### src/rtl/multi_cycle_control.sv
// Multi-cycle sequencer for the 32-bit MIPS-subset datapath: FETCH/DECODE/EXEC/MEM/WB with memory stall, timeout and illegal-opcode traps.
// Optional performance counters (cycle_cnt, retired_cnt) are built when MC_PERF_CNT_EN is defined.
module multi_cycle_control #(
  parameter int MEM_WAIT_MAX = 15,
  parameter int CNT_W        = 32
) (
  input  logic       clk,
  input  logic       rst,
  input  logic [5:0] opcode,
  input  logic [5:0] funct,
  input  logic       zero,
  input  logic       mem_ready,
  output logic       pc_write,
  output logic       pc_write_cond,
  output logic       iord,
  output logic       mem_read,
  output logic       mem_write,
  output logic       ir_write,
  output logic       mem_to_reg,
  output logic       reg_dst,
  output logic       reg_write,
  output logic       alu_src_a,
  output logic [1:0] alu_src_b,
  output logic [1:0] alu_op,
  output logic [1:0] pc_source,
  output logic [3:0] state,
  output logic       halted,
  output logic       bus_err
`ifdef MC_PERF_CNT_EN
  ,
  output logic [CNT_W-1:0] cycle_cnt,
  output logic [CNT_W-1:0] retired_cnt
`endif
);

  typedef enum logic [3:0] {
    S_FETCH = 4'd0, S_DECODE = 4'd1, S_MEM_ADDR = 4'd2, S_MEM_RD = 4'd3,
    S_MEM_WB = 4'd4, S_MEM_WR = 4'd5, S_R_EXEC = 4'd6, S_R_WB = 4'd7,
    S_BRANCH = 4'd8, S_JUMP = 4'd9, S_I_EXEC = 4'd10, S_I_WB = 4'd11,
    S_HALT = 4'd12
  } state_t;

  state_t     state_q, state_d;
  logic [7:0] wait_cnt_q, wait_cnt_d;
  logic       bus_err_q, bus_err_d;
  logic       in_wait, timeout;

  // funct and zero are consumed by the datapath, not by the sequencer.
  logic unused_inputs;
  assign unused_inputs = ^{funct, zero};

  assign in_wait = (state_q == S_FETCH) || (state_q == S_MEM_RD) || (state_q == S_MEM_WR);
  assign timeout = in_wait && !mem_ready && (wait_cnt_q == 8'(MEM_WAIT_MAX));

  always_ff @(posedge clk or negedge rst) begin
    if (!rst) begin
      state_q    <= S_FETCH;
      wait_cnt_q <= 8'd0;
      bus_err_q  <= 1'b0;
    end else begin
      state_q    <= state_d;
      wait_cnt_q <= wait_cnt_d;
      bus_err_q  <= bus_err_d;
    end
  end

  always_comb begin
    state_d = state_q;
    case (state_q)
      S_FETCH:    state_d = mem_ready ? S_DECODE : (timeout ? S_HALT : S_FETCH);
      S_DECODE: begin
        case (opcode)
          6'b000000:            state_d = S_R_EXEC;
          6'b100011, 6'b101011: state_d = S_MEM_ADDR;
          6'b000100:            state_d = S_BRANCH;
          6'b000010:            state_d = S_JUMP;
          6'b001000:            state_d = S_I_EXEC;
          default:              state_d = S_HALT;
        endcase
      end
      S_MEM_ADDR: state_d = (opcode == 6'b101011) ? S_MEM_WR : S_MEM_RD;
      S_MEM_RD:   state_d = mem_ready ? S_MEM_WB : (timeout ? S_HALT : S_MEM_RD);
      S_MEM_WB:   state_d = S_FETCH;
      S_MEM_WR:   state_d = mem_ready ? S_FETCH : (timeout ? S_HALT : S_MEM_WR);
      S_R_EXEC:   state_d = S_R_WB;
      S_R_WB:     state_d = S_FETCH;
      S_BRANCH:   state_d = S_FETCH;
      S_JUMP:     state_d = S_FETCH;
      S_I_EXEC:   state_d = S_I_WB;
      S_I_WB:     state_d = S_FETCH;
      S_HALT:     state_d = S_HALT;
      default:    state_d = S_HALT;
    endcase
    // The stall counter only survives a cycle that stays put waiting on memory.
    wait_cnt_d = (in_wait && !mem_ready && (state_d == state_q)) ? wait_cnt_q + 8'd1 : 8'd0;
    bus_err_d  = bus_err_q | timeout;
  end

  always_comb begin
    pc_write      = 1'b0;
    pc_write_cond = 1'b0;
    iord          = 1'b0;
    mem_read      = 1'b0;
    mem_write     = 1'b0;
    ir_write      = 1'b0;
    mem_to_reg    = 1'b0;
    reg_dst       = 1'b0;
    reg_write     = 1'b0;
    alu_src_a     = 1'b0;
    alu_src_b     = 2'b00;
    alu_op        = 2'b00;
    pc_source     = 2'b00;
    halted        = 1'b0;
    // Reset masks every output combinationally, without waiting for a clock.
    state         = rst ? state_q : 4'd0;
    bus_err       = rst & bus_err_q;
    if (rst) begin
      case (state_q)
        S_FETCH: begin
          mem_read  = 1'b1;
          alu_src_b = 2'b01;
          ir_write  = mem_ready;
          pc_write  = mem_ready;
        end
        S_DECODE:   alu_src_b = 2'b11;
        S_MEM_ADDR: begin alu_src_a = 1'b1; alu_src_b = 2'b10; end
        S_MEM_RD:   begin mem_read = 1'b1; iord = 1'b1; end
        S_MEM_WB:   begin reg_write = 1'b1; mem_to_reg = 1'b1; end
        S_MEM_WR:   begin mem_write = 1'b1; iord = 1'b1; end
        S_R_EXEC:   begin alu_src_a = 1'b1; alu_op = 2'b10; end
        S_R_WB:     begin reg_write = 1'b1; reg_dst = 1'b1; end
        S_BRANCH: begin
          alu_src_a     = 1'b1;
          alu_op        = 2'b01;
          pc_write_cond = 1'b1;
          pc_source     = 2'b01;
        end
        S_JUMP:     begin pc_write = 1'b1; pc_source = 2'b10; end
        S_I_EXEC:   begin alu_src_a = 1'b1; alu_src_b = 2'b10; end
        S_I_WB:     reg_write = 1'b1;
        S_HALT:     halted = 1'b1;
        default:    halted = 1'b0;
      endcase
    end
  end

`ifdef MC_PERF_CNT_EN
  logic [CNT_W-1:0] cycle_cnt_q, cycle_cnt_d, retired_cnt_q, retired_cnt_d;

  always_comb begin
    cycle_cnt_d   = (state_q != S_HALT) ? cycle_cnt_q + 1'b1 : cycle_cnt_q;
    retired_cnt_d = ((state_d == S_FETCH) && (state_q != S_FETCH)) ? retired_cnt_q + 1'b1
                                                                   : retired_cnt_q;
  end

  always_ff @(posedge clk or negedge rst) begin
    if (!rst) begin
      cycle_cnt_q   <= '0;
      retired_cnt_q <= '0;
    end else begin
      cycle_cnt_q   <= cycle_cnt_d;
      retired_cnt_q <= retired_cnt_d;
    end
  end

  assign cycle_cnt   = cycle_cnt_q;
  assign retired_cnt = retired_cnt_q;
`endif

endmodule

### config.mk
export PLATFORM = sky130hd
export DESIGN_NAME = multi_cycle_control
export DESIGN_NICKNAME = d
export VERILOG_FILES = /design/src/rtl/multi_cycle_control.sv
export SDC_FILE = /design/constraint.sdc
export NUM_CORES = 1
export LEC_CHECK = 0
export CAP_MARGIN = 20
export CORE_MARGIN = 8
export CORE_UTILIZATION = 45
export DETAILED_ROUTE_END_ITERATION = 8
export PLACE_DENSITY = 0.92
export SYNTH_ARGS = -nofsm -noshare
export SYNTH_HDL_FRONTEND = slang
export SYNTH_SLANG_ARGS = --single-unit
### constraint.sdc
create_clock -name clk -period 3.05 [get_ports clk]
set_input_delay 0.4575 -clock clk [delete_from_list [all_inputs] [get_ports clk]]
set_output_delay 0.4575 -clock clk [all_outputs]
set_load 0.01 [all_outputs]
==> metrics <==
critical setup path kind=input port to output port; Die H=63.49 µm; # Max-Cap Violations=0; asr flop ratio synth=1.000; Hold Vio Cnt, Final=0; Lkg Pwr=0.5219 nW; max frequency=357.0 MHz; max-slew violation count=0; number of flops mapped to enable cells by yosys=0; GR Overflow Total=0; via count=1,039; Clk Latency, worst-skew pair=0.27 ns; Synth Area in Simple Gates=0.3859; clock skew=0.002876 ns; status=complete, no violations; num ports=38; Final TNS setup=0 ns; cells after synthesis=126; required time of the worst setup path=2.59 ns; sequential area share after synthesis=0.3206; number of global-route vias before repair=1,008; crit path launch type=input port; CP Cell Sequence=clkdlybuf4s50_1 > inv_1 > nor4_1 > clkdlybuf4s50_1; #FFs+latches synth=13; Primary FF master, synth=dfrtp_1; H-tree depth=1; CTS tree=done; largest net degree at the start of global routing=18; fill cell count=185; Num CTS Buffers=3; DRT iter0 DRCs=82; area share of xor/xnor cells in the synthesized design=0.06905; initial antenna violation count=0; critical path's slowest cell=clkdlybuf4s50_1; routability cong.=0.9912; clock slew at reported path FFs=0.08 ns; post-route ant nets=0; largest stage delay on the critical path=0.74 ns; post-cts repair resize count=0; Slew headroom=0.6864; area delta synth->final=32.43%; synth warn=0; post-synthesis mux area share=0; Final nets=172; Worst-Margin Slew=0.4705 ns; Synth area leaders=dfrtp_1 (32%), nor2_1 (8.1%), xnor2_1 (4.3%), nand2_1 (3.7%), nor3_1 (3.5%); die width=63.49 µm; PwrDens=229.4 nW/µm²; # diodes=0; setup bufs post-CTS=0; Core Area=2170 µm²; Post-Syn Area=1015 µm²; crit-path leading delay family=buffers and inverters; DRT Pass-1 Iters=4; worst hold path class=flop to flop; CP endpoint kind=output port; Wirelength per Cell=14.84 µm; top-area cell type share of the netlist area=0.3206; placed cell area=1316 µm²; Total Die Area=4030 µm²; clock root buffer=clkbuf_4; Yosys top cell by area=dfrtp_1; worst ir drop on vdd=0.0002020 V; multi-input logic area=629.4 µm²; share of post-route cells with drive strength above 1=0.07792; Setup-failing EPs final=0; first-pass GRT wire length=4664 µm; fin crit share=0.9185; worst path bufs/invs=3; RSZ-0062 raised after global routing=no; Post-Syn Nets=143; clk sink count=13; Post-Synth Adder-Cell Area=0.01233; DRC=0; maximum clock path buffer count=2; largest family of logic cells by synthesized area=simple AND/OR/NAND/NOR gates; Critical Path AT=2.34 ns; most frequent cells after synthesis=nor2_1 (22), dfrtp_1 (13), nand2_1 (10); crit path time final=2.801 ns; Port-buffer cells=30; final instance area=1344 µm²; drt total wl=2701 µm; All-Layer GR Usage=0.1375; initial core utilization=0.4677; DPL Wire Length=2149 µm; most frequent CP cell=clkdlybuf4s50_1; Via density=5.709; Compound-Gate Fraction of Synth Area=0.1529; Post-Syn Area per Cell=8.053 µm²; hold_buf cts=0; FF/Latch Area=325.3 µm²; most numerous cell in the Yosys netlist=nor2_1; # rows=17; Max Fanout on Critical Path=12; library cells used by synthesis=44
[worst reg2reg max path, stage by stage, from the launching register on]
cell     delay [ns]
dfrtp_1        0.55
or4_4          0.61
o22ai_4        0.20
nand2_2        0.11
a221o_1        0.34
[where the power goes]
| group | internal [mW] | total (mW) | switching [mW] | leakage (nW) |
|---|---|---|---|---|
| clock network | 0.0485 | 0.101 | 0.0530 | 0.0177 |
| registers | 0.172 | 0.172 | 0 | 0.171 |
| logic | 0.0175 | 0.0346 | 0.0171 | 0.333 |
| total | 0.238 | 0.308 | 0.0701 | 0.522 |
[layout by cell type (no fill, tap or decap), drive strengths merged, types with 2 or more instances in the layout]
| master | instances |
|---|---|
| o21ai | 2 |
| xnor2 | 5 |
| clkbuf | 3 |
| o22ai | 2 |
| a21oi | 3 |
| and3 | 3 |
| nand3b | 2 |
| dfrtp | 13 |
| nand2b | 5 |
| clkdlybuf4s50 | 30 |
| xor2 | 3 |
| inv | 5 |
| nor3 | 7 |
| or2 | 2 |
| nor4bb | 2 |
| nor4 | 2 |
| or4 | 2 |
| nor2 | 22 |
| nor4b | 2 |
| nand3 | 4 |
| nand2 | 11 |
| and2 | 5 |
| a211o | 2 |
[sequential cells by signal, indices dropped and copies added, names as in the netlist]
register and cells:
bus_err_q 1, state_q 4, wait_cnt_q 8
[kinds of logic after synthesis]
family	after synthesis
xor+xnor	8
compound gates	19
flops	13
simple gates	73
fa+ha+maj	1
buf+inv	12
[layer usage]
| layer | up-vias | wire (µm) | part of all wire | GRT usage |
|---|---|---|---|---|
| met5 | - | 0 | 0 | 0 |
| met4 | 0 | 36 | 0.013 | 0.05014 |
| met3 | 6 | 213 | 0.079 | 0.04064 |
| met1 | 472 | 1152 | 0.43 | 0.1556 |
| li1 | 510 | - | - | - |
| met2 | 51 | 1299 | 0.48 | 0.2370 |
[final cells by class]
type                       count  area share
clock buffer                   3     0.01676
tap                           28     0.02607
inverter                       5     0.01397
clock inverter                 1    0.003724
timing repair buffer          31      0.2290
multi-input combinational    101      0.4683
sequential                    13      0.2421
[path summary, 6_finish.rpt]
path / slack (ns) / depth (start not counted) / start / endpoint
max: 0.25 / 4 / rst / iord
min: 0.46 / 1 / bus_err_q / bus_err_q
max reg2reg: 1.12 / 4 / state_q[1] / state_q[1]
min reg2reg: 0.46 / 1 / bus_err_q / bus_err_q
max in group asynchronous: 2.07 / 2 / rst / wait_cnt_q[2]
min in group asynchronous: 0.50 / 1 / rst / wait_cnt_q[5]
[through the flow]
step	instances	utilization	power, mW	setup slack (ns)	hold WS, ns
after global placement	178	0.6067	0.2092	0.3253	0.4398
final	182	0.6194	0.3082	0.2485	0.4644
after CTS	182	0.6194	0.3147	0.2225	0.4662
after global routing	182	0.6194	0.3297	0.1211	0.4858
after floorplan	126	-	0.1849	1.242	0.1619
after detailed placement	178	0.6067	0.2103	0.2238	0.4470
No activity file was read; power rests on OpenSTA's default activity.
